`config.mk`:
```
export PLATFORM = sky130hd
export DESIGN_NAME = slot_payout
export DESIGN_NICKNAME = d
export VERILOG_FILES = /design/src/rtl/slot_pkg.sv /design/src/rtl/bcd_digit_add.sv /design/src/rtl/slot_payout.sv
export SDC_FILE = /design/constraint.sdc
export NUM_CORES = 1
export LEC_CHECK = 0
export CORE_MARGIN = 2
export CORE_UTILIZATION = 48
export DETAILED_ROUTE_END_ITERATION = 12
export PLACE_DENSITY = 0.78
export SYNTH_ARGS = -nofsm -noshare
export SYNTH_HDL_FRONTEND = slang
export SYNTH_SLANG_ARGS = --single-unit
```
`constraint.sdc`:
```
create_clock -name clk -period 3.7 [get_ports clk]
set_clock_uncertainty 0.1 [all_clocks]
set_input_delay 1.11 -clock clk [delete_from_list [all_inputs] [get_ports clk]]
set_output_delay 1.11 -clock clk [all_outputs]
set_load 0.02 [all_outputs]
```
`src/rtl/slot_pkg.sv`:
```
// Shared slot-machine types: win classes, settlement states, default payout factors.
package slot_pkg;

  localparam int unsigned BCD_W            = 4;
  localparam int unsigned DEF_DIGITS       = 4;
  localparam int unsigned DEF_MULT_777     = 10;
  localparam int unsigned DEF_MULT_TRIPLE  = 5;
  localparam int unsigned DEF_MULT_PAIR    = 2;

  typedef enum logic [1:0] {
    WIN_LOSE   = 2'd0,
    WIN_PAIR   = 2'd1,
    WIN_TRIPLE = 2'd2,
    WIN_777    = 2'd3
  } win_class_e;

  typedef enum logic [1:0] {
    IDLE     = 2'd0,
    CLASSIFY = 2'd1,
    ADD      = 2'd2,
    WRITE    = 2'd3
  } settle_state_e;

  typedef struct packed {
    logic [BCD_W-1:0] r1;
    logic [BCD_W-1:0] r2;
    logic [BCD_W-1:0] r3;
  } reels_t;

  // Non-BCD digits on any reel always lose.
  function automatic win_class_e classify_reels(input reels_t r);
    logic bad, e12, e13, e23;
    bad = (r.r1 > 4'd9) || (r.r2 > 4'd9) || (r.r3 > 4'd9);
    e12 = (r.r1 == r.r2);
    e13 = (r.r1 == r.r3);
    e23 = (r.r2 == r.r3);
    if (bad)                           return WIN_LOSE;
    else if (e12 && e13 && r.r1 == 4'd7) return WIN_777;
    else if (e12 && e13)               return WIN_TRIPLE;
    else if (e12 || e13 || e23)        return WIN_PAIR;
    else                               return WIN_LOSE;
  endfunction

endpackage

```
`src/rtl/bcd_digit_add.sv`:
```
// Combinational single-digit BCD adder with carry in/out.
module bcd_digit_add
  import slot_pkg::*;
(
  input  logic [BCD_W-1:0] a_i,
  input  logic [BCD_W-1:0] b_i,
  input  logic             ci_i,
  output logic [BCD_W-1:0] sum_c_o,
  output logic             co_c_o
);

  logic [BCD_W:0] raw;

  always_comb begin
    raw     = (BCD_W+1)'(a_i) + (BCD_W+1)'(b_i) + (BCD_W+1)'(ci_i);
    sum_c_o = raw[BCD_W-1:0];
    co_c_o  = 1'b0;
    if (raw > (BCD_W+1)'(9)) begin
      sum_c_o = BCD_W'(raw - (BCD_W+1)'(10));
      co_c_o  = 1'b1;
    end
  end

endmodule

```
`src/rtl/slot_payout.sv`:
```
// Settlement engine: classifies stopped reels and credits stake*factor to the
// balance by repeated digit-serial BCD addition, then writes back and clears stake.
module slot_payout
  import slot_pkg::*;
#(
  parameter int unsigned DIGITS      = DEF_DIGITS,
  parameter int unsigned MULT_777    = DEF_MULT_777,
  parameter int unsigned MULT_TRIPLE = DEF_MULT_TRIPLE,
  parameter int unsigned MULT_PAIR   = DEF_MULT_PAIR
) (
  input  logic                    clk,
  input  logic                    reset,
  input  logic                    settle,
  input  logic [BCD_W-1:0]        reel1,
  input  logic [BCD_W-1:0]        reel2,
  input  logic [BCD_W-1:0]        reel3,
  input  logic [BCD_W*DIGITS-1:0] stake_bcd,
  input  logic [BCD_W*DIGITS-1:0] balance_bcd,
  output logic [BCD_W*DIGITS-1:0] balance_out,
  output logic                    balance_we,
  output logic                    stake_clr,
  output logic                    busy,
  output logic [1:0]              win_class,
  output logic                    saturated
);

  localparam int unsigned W     = BCD_W * DIGITS;
  localparam int unsigned IDX_W = (DIGITS > 1) ? $clog2(DIGITS) : 1;
  localparam int unsigned REP_W = 8;
  localparam logic [W-1:0] ALL_NINES = {DIGITS{4'h9}};

  settle_state_e    state_q, state_d;
  reels_t           reels_q, reels_d;
  logic [W-1:0]     stake_q, stake_d;
  logic [W-1:0]     acc_q, acc_d;
  logic [W-1:0]     bal_out_q, bal_out_d;
  logic [IDX_W-1:0] idx_q, idx_d;
  logic             carry_q, carry_d;
  logic [REP_W-1:0] rep_q, rep_d;
  win_class_e       class_q, class_d;
  logic             sat_q, sat_d;
  logic             we_q, we_d;
  logic             clr_q, clr_d;
  logic             busy_q, busy_d;

  win_class_e       cls_c;
  logic [REP_W-1:0] rep_cls_c;
  logic [BCD_W-1:0] sum_c;
  logic             co_c;
  logic             last_c;

  // Acc and stake rotate right one digit per cycle, so digit 0 is always at the adder.
  bcd_digit_add u_add (
    .a_i     (acc_q[BCD_W-1:0]),
    .b_i     (stake_q[BCD_W-1:0]),
    .ci_i    (carry_q),
    .sum_c_o (sum_c),
    .co_c_o  (co_c)
  );

  assign cls_c  = classify_reels(reels_q);
  assign last_c = (idx_q == IDX_W'(DIGITS - 1));

  always_comb begin
    rep_cls_c = '0;
    case (cls_c)
      WIN_777:    rep_cls_c = REP_W'(MULT_777);
      WIN_TRIPLE: rep_cls_c = REP_W'(MULT_TRIPLE);
      WIN_PAIR:   rep_cls_c = REP_W'(MULT_PAIR);
      default:    rep_cls_c = '0;
    endcase
  end

  // State register and datapath/output registers.
  always_ff @(posedge clk or negedge reset) begin
    if (!reset) begin
      state_q   <= IDLE;
      reels_q   <= '0;
      stake_q   <= '0;
      acc_q     <= '0;
      bal_out_q <= '0;
      idx_q     <= '0;
      carry_q   <= 1'b0;
      rep_q     <= '0;
      class_q   <= WIN_LOSE;
      sat_q     <= 1'b0;
      we_q      <= 1'b0;
      clr_q     <= 1'b0;
      busy_q    <= 1'b0;
    end else begin
      state_q   <= state_d;
      reels_q   <= reels_d;
      stake_q   <= stake_d;
      acc_q     <= acc_d;
      bal_out_q <= bal_out_d;
      idx_q     <= idx_d;
      carry_q   <= carry_d;
      rep_q     <= rep_d;
      class_q   <= class_d;
      sat_q     <= sat_d;
      we_q      <= we_d;
      clr_q     <= clr_d;
      busy_q    <= busy_d;
    end
  end

  // Next-state logic.
  always_comb begin
    state_d = state_q;
    case (state_q)
      IDLE:     if (settle) state_d = CLASSIFY;
      CLASSIFY: state_d = (rep_cls_c == '0 || stake_q == '0) ? WRITE : ADD;
      ADD:      if (last_c && (co_c || rep_q == REP_W'(1))) state_d = WRITE;
      WRITE:    state_d = IDLE;
      default:  state_d = IDLE;
    endcase
  end

  // Datapath and registered outputs, aligned so strobes are high in the WRITE cycle.
  always_comb begin
    reels_d   = reels_q;
    stake_d   = stake_q;
    acc_d     = acc_q;
    bal_out_d = bal_out_q;
    idx_d     = idx_q;
    carry_d   = carry_q;
    rep_d     = rep_q;
    class_d   = class_q;
    sat_d     = sat_q;
    we_d      = 1'b0;
    clr_d     = 1'b0;

    case (state_q)
      IDLE: begin
        if (settle) begin
          reels_d = '{r1: reel1, r2: reel2, r3: reel3};
          stake_d = stake_bcd;
          acc_d   = balance_bcd;
        end
      end
      CLASSIFY: begin
        class_d = cls_c;
        sat_d   = 1'b0;
        rep_d   = rep_cls_c;
        idx_d   = '0;
        carry_d = 1'b0;
      end
      ADD: begin
        acc_d   = (acc_q >> BCD_W) | (W'(sum_c) << (W - BCD_W));
        stake_d = (stake_q >> BCD_W) | (W'(stake_q[BCD_W-1:0]) << (W - BCD_W));
        carry_d = co_c;
        idx_d   = idx_q + IDX_W'(1);
        if (last_c) begin
          idx_d   = '0;
          carry_d = 1'b0;
          if (co_c) begin
            acc_d = ALL_NINES;
            sat_d = 1'b1;
          end else begin
            rep_d = rep_q - REP_W'(1);
          end
        end
      end
      default: ;
    endcase

    busy_d = (state_d != IDLE);
    if (state_d == WRITE) begin
      we_d      = 1'b1;
      clr_d     = 1'b1;
      bal_out_d = acc_d;
    end
  end

  assign balance_out = bal_out_q;
  assign balance_we  = we_q;
  assign stake_clr   = clr_q;
  assign busy        = busy_q;
  assign win_class   = class_q;
  assign saturated   = sat_q;

endmodule

```
==> flow_metrics.env <==
export IMPL_yosysUniqueCellTypes=46
export IMPL_cap_violations=0
export IMPL_placed_area_mm2=0.004935
export IMPL_async_flop_share_pct=100.0
export IMPL_status="complete, no violations"
export IMPL_synth_xor_area_share_pct=3.164
export IMPL_worst_slew_pin_slew_ns=1.132
export IMPL_cp_arrival_ns=3.65
export IMPL_dp_hpwl_um=6536
export IMPL_leakagePower_nw=2.323
export IMPL_finalHoldViolCount=0
export IMPL_muxShareOfSynthArea_pct=16.18
export IMPL_cts_inserted_buffers=9
export IMPL_critical_path_class="reg2reg"
export IMPL_netlist_instances=392
export IMPL_firstDrtPassIters=8
export IMPL_n_antenna_cell=0
export IMPL_cts_sinks=78
export IMPL_critPathSlowestCell="fa_1"
export IMPL_synthTopCellsByCount="dfrtp_1, inv_1, mux2_2, mux2i_1, nand2_1"
export IMPL_start_util_pct=50.04
export IMPL_rows=33
export IMPL_start_kind="flip-flop"
export IMPL_drtAntennaViolNets=0
export IMPL_clkLatencyLatePin_ns=0.35
export IMPL_yosys_area_top_type="dfrtp_1"
export IMPL_power_density_mw_per_mm2=1042
export IMPL_syn_area_per_cell_um2=10.59
export IMPL_layout_drive_gt1_share_pct=13.95
export IMPL_synthFlopType="dfrtp_1"
export IMPL_rsz0062_at_grt="false"
export IMPL_design_final_nets=521
export IMPL_max_stage_delay_ns=0.58
export IMPL_finalSetupViolCount=0
export IMPL_cts_hold_buffers=0
export IMPL_gp_congestion=0.8437
export IMPL_vias=3143
export IMPL_crit_fanout=8
export IMPL_num_io_pins=69
export IMPL_synthAdderAreaFrac_pct=4.278
export IMPL_yosys_area_share_simple_pct=10.30
export IMPL_synth_compound_area_share_pct=13.17
export IMPL_routedWlPerCell_um=16.10
export IMPL_ys_seq_area_share_pct=47.00
export IMPL_yosysWarnings=0
export IMPL_synth_nets=452
export IMPL_fp_coreArea_mm2=0.008299
export IMPL_grt_pass1_vias=3228
export IMPL_cts_resized=0
export IMPL_fin_cells=571
export IMPL_ys_ff_latch=78
export IMPL_finalSetupTns_ns=0
export IMPL_hold_class="reg2reg"
export IMPL_post_route_cell_area_mm2=0.005135
export IMPL_required_ns=3.87
export IMPL_die_h_um=97.02
export IMPL_htreeDepth=3
export IMPL_die_area_mm2=0.009412
export IMPL_irDropWorstVdd_mv=0.4823
export IMPL_portBuffers=68
export IMPL_die_w_um=97.02
export IMPL_netlist_area_mm2=0.004153
export IMPL_routed_wl_um=9193
export IMPL_drv_slew=0
export IMPL_path_buf_inv=3
export IMPL_slew_headroom_pct=24.27
export IMPL_postCtsSetupBuffers=0
export IMPL_path_cells="fa_1 -> fa_1 -> inv_1 -> ha_1 -> a2111oi_4 -> buf_4 -> o221ai_2 -> a21boi_2 -> buf_4 -> mux2i_1"
export IMPL_overflow=0
export IMPL_synth_top_cell_area_share_pct=47.00
export IMPL_dp_cells=555
export IMPL_synth_top_family_by_area="multiplexers"
export IMPL_clock_fmax_mhz=287.2
export IMPL_clkTransAtPathRegs_ns=0.08
export IMPL_root_buffer="clkbuf_8"
export IMPL_cpLargestDelayFamily="adder cells"
export IMPL_grt_max_degree=79
export IMPL_layout_area_overhead_vs_synth_pct=23.65
export IMPL_clockBufferDepth=2
export IMPL_cp_end_kind="flip-flop"
export IMPL_synth_edf_count=0
export IMPL_grt_usage_pct=20.45
export IMPL_cts_tree="built"
export IMPL_synth_most_common_cell="dfrtp_1"
export IMPL_grt_pass1_wl_um=15660
export IMPL_vias_per_cell=5.504
export IMPL_drc=0
export IMPL_drt_initial_drc_count=255
export IMPL_antenna_found_initial=0
export IMPL_fin_crit_ns=3.482
export IMPL_synthTopCellsByArea="dfrtp_1, mux2_2, mux2i_1"
export IMPL_period_share_pct=94.12
-- kinds of logic (layout without fill, tap and decap cells) --
logic type | count (synthesis) | in the layout
AO/OA/AOI/OAI | 78 | 78
buffers and inverters | 57 | 131
AND/OR/NAND/NOR | 88 | 88
adder cells (fa/ha/maj) | 13 | 13
XOR/XNOR | 15 | 15
multiplexers | 63 | 63
flip-flops | 78 | 78
-- routing by layer --
metal	share of wire (%)	GRT usage, %	vias to the layer above
li1	-	-	1524
met1	46	27.91	1509
met2	47	31.62	95
met3	5.1	5.058	15
met4	1.5	7.692	0
met5	0	0	-
-- report_power, final --
group          internal [mW]  switching [mW]  leakage [nW]
logic                   1.40            1.68          1.25
registers               1.27           0.362         0.965
clock network          0.345           0.299         0.106
total                   3.02            2.34          2.32
-- worst register-to-register path: stages, from the launching register on --
cell and delay (ns):
dfrtp_1 0.43, fa_1 0.46, fa_1 0.58, inv_1 0.07
ha_1 0.25, a2111oi_4 0.35, buf_4 0.21, o221ai_2 0.12
a21boi_2 0.35, buf_4 0.26, mux2i_1 0.22
-- stage by stage --
step	power, mW	setup slack, ns	utilization (%)	hold WS [ns]
finish	5.352	0.2176	61.87	0.3925
global route	5.804	0.01968	61.87	0.4142
CTS	5.369	0.1247	61.87	0.3917
detailed placement	4.684	0.1269	59.46	0.3816
global placement	4.552	0.2765	59.46	0.3711
floorplan	3.808	0.2852	-	0.3573
-- placed cells by master (no fill, tap or decap), types with 4 or more instances in the layout --
cell / count
dfrtp_1: 78
clkdlybuf4s50_1: 67
inv_1: 38
mux2_2: 33
mux2i_1: 30
nand2_1: 27
o21ai_0: 22
nor2_1: 17
a21oi_1: 16
xor2_1: 12
nor2b_1: 11
ha_1: 11
clkbuf_8: 11
buf_4: 10
nor4_1: 9
nor3_1: 8
a22o_1: 7
nand3_1: 6
a222oi_1: 6
o22ai_1: 4
-- path summary, 6_finish.rpt --
path | startpoint | endpoint | slack [ns] | depth (start not counted)
hold reg to reg | idx_q[0] | idx_q[0] | 0.39 | 1
min in group asynchronous | reset | stake_q[6] | 0.82 | 1
max in group asynchronous | reset | acc_q[7] | 2.05 | 1
hold / removal | idx_q[0] | idx_q[0] | 0.39 | 1
setup reg to reg | stake_q[0] | balance_out[6] | 0.22 | 10
setup / recovery | stake_q[0] | balance_out[6] | 0.22 | 10
-- sequential cells by signal, indices dropped and copies added, names as in the netlist --
name         flops
rep_q            8
stake_q         16
reels_q         12
stake_clr        1
carry_q          1
win_class        2
busy             1
saturated        1
state_q          2
idx_q            2
acc_q           16
balance_out     16
-- cell type report --
class / instances / area (µm²)
multi-input combinational: 257 / 1963
inverter: 38 / 142.6
tap: 105 / 131.4
fill: 664 / 3164
clock inverter: 4 / 45.04
timing repair buffer: 77 / 745.7
clock buffer: 12 / 155.1
sequential: 78 / 1952
Power figures use the tool's default switching activity.
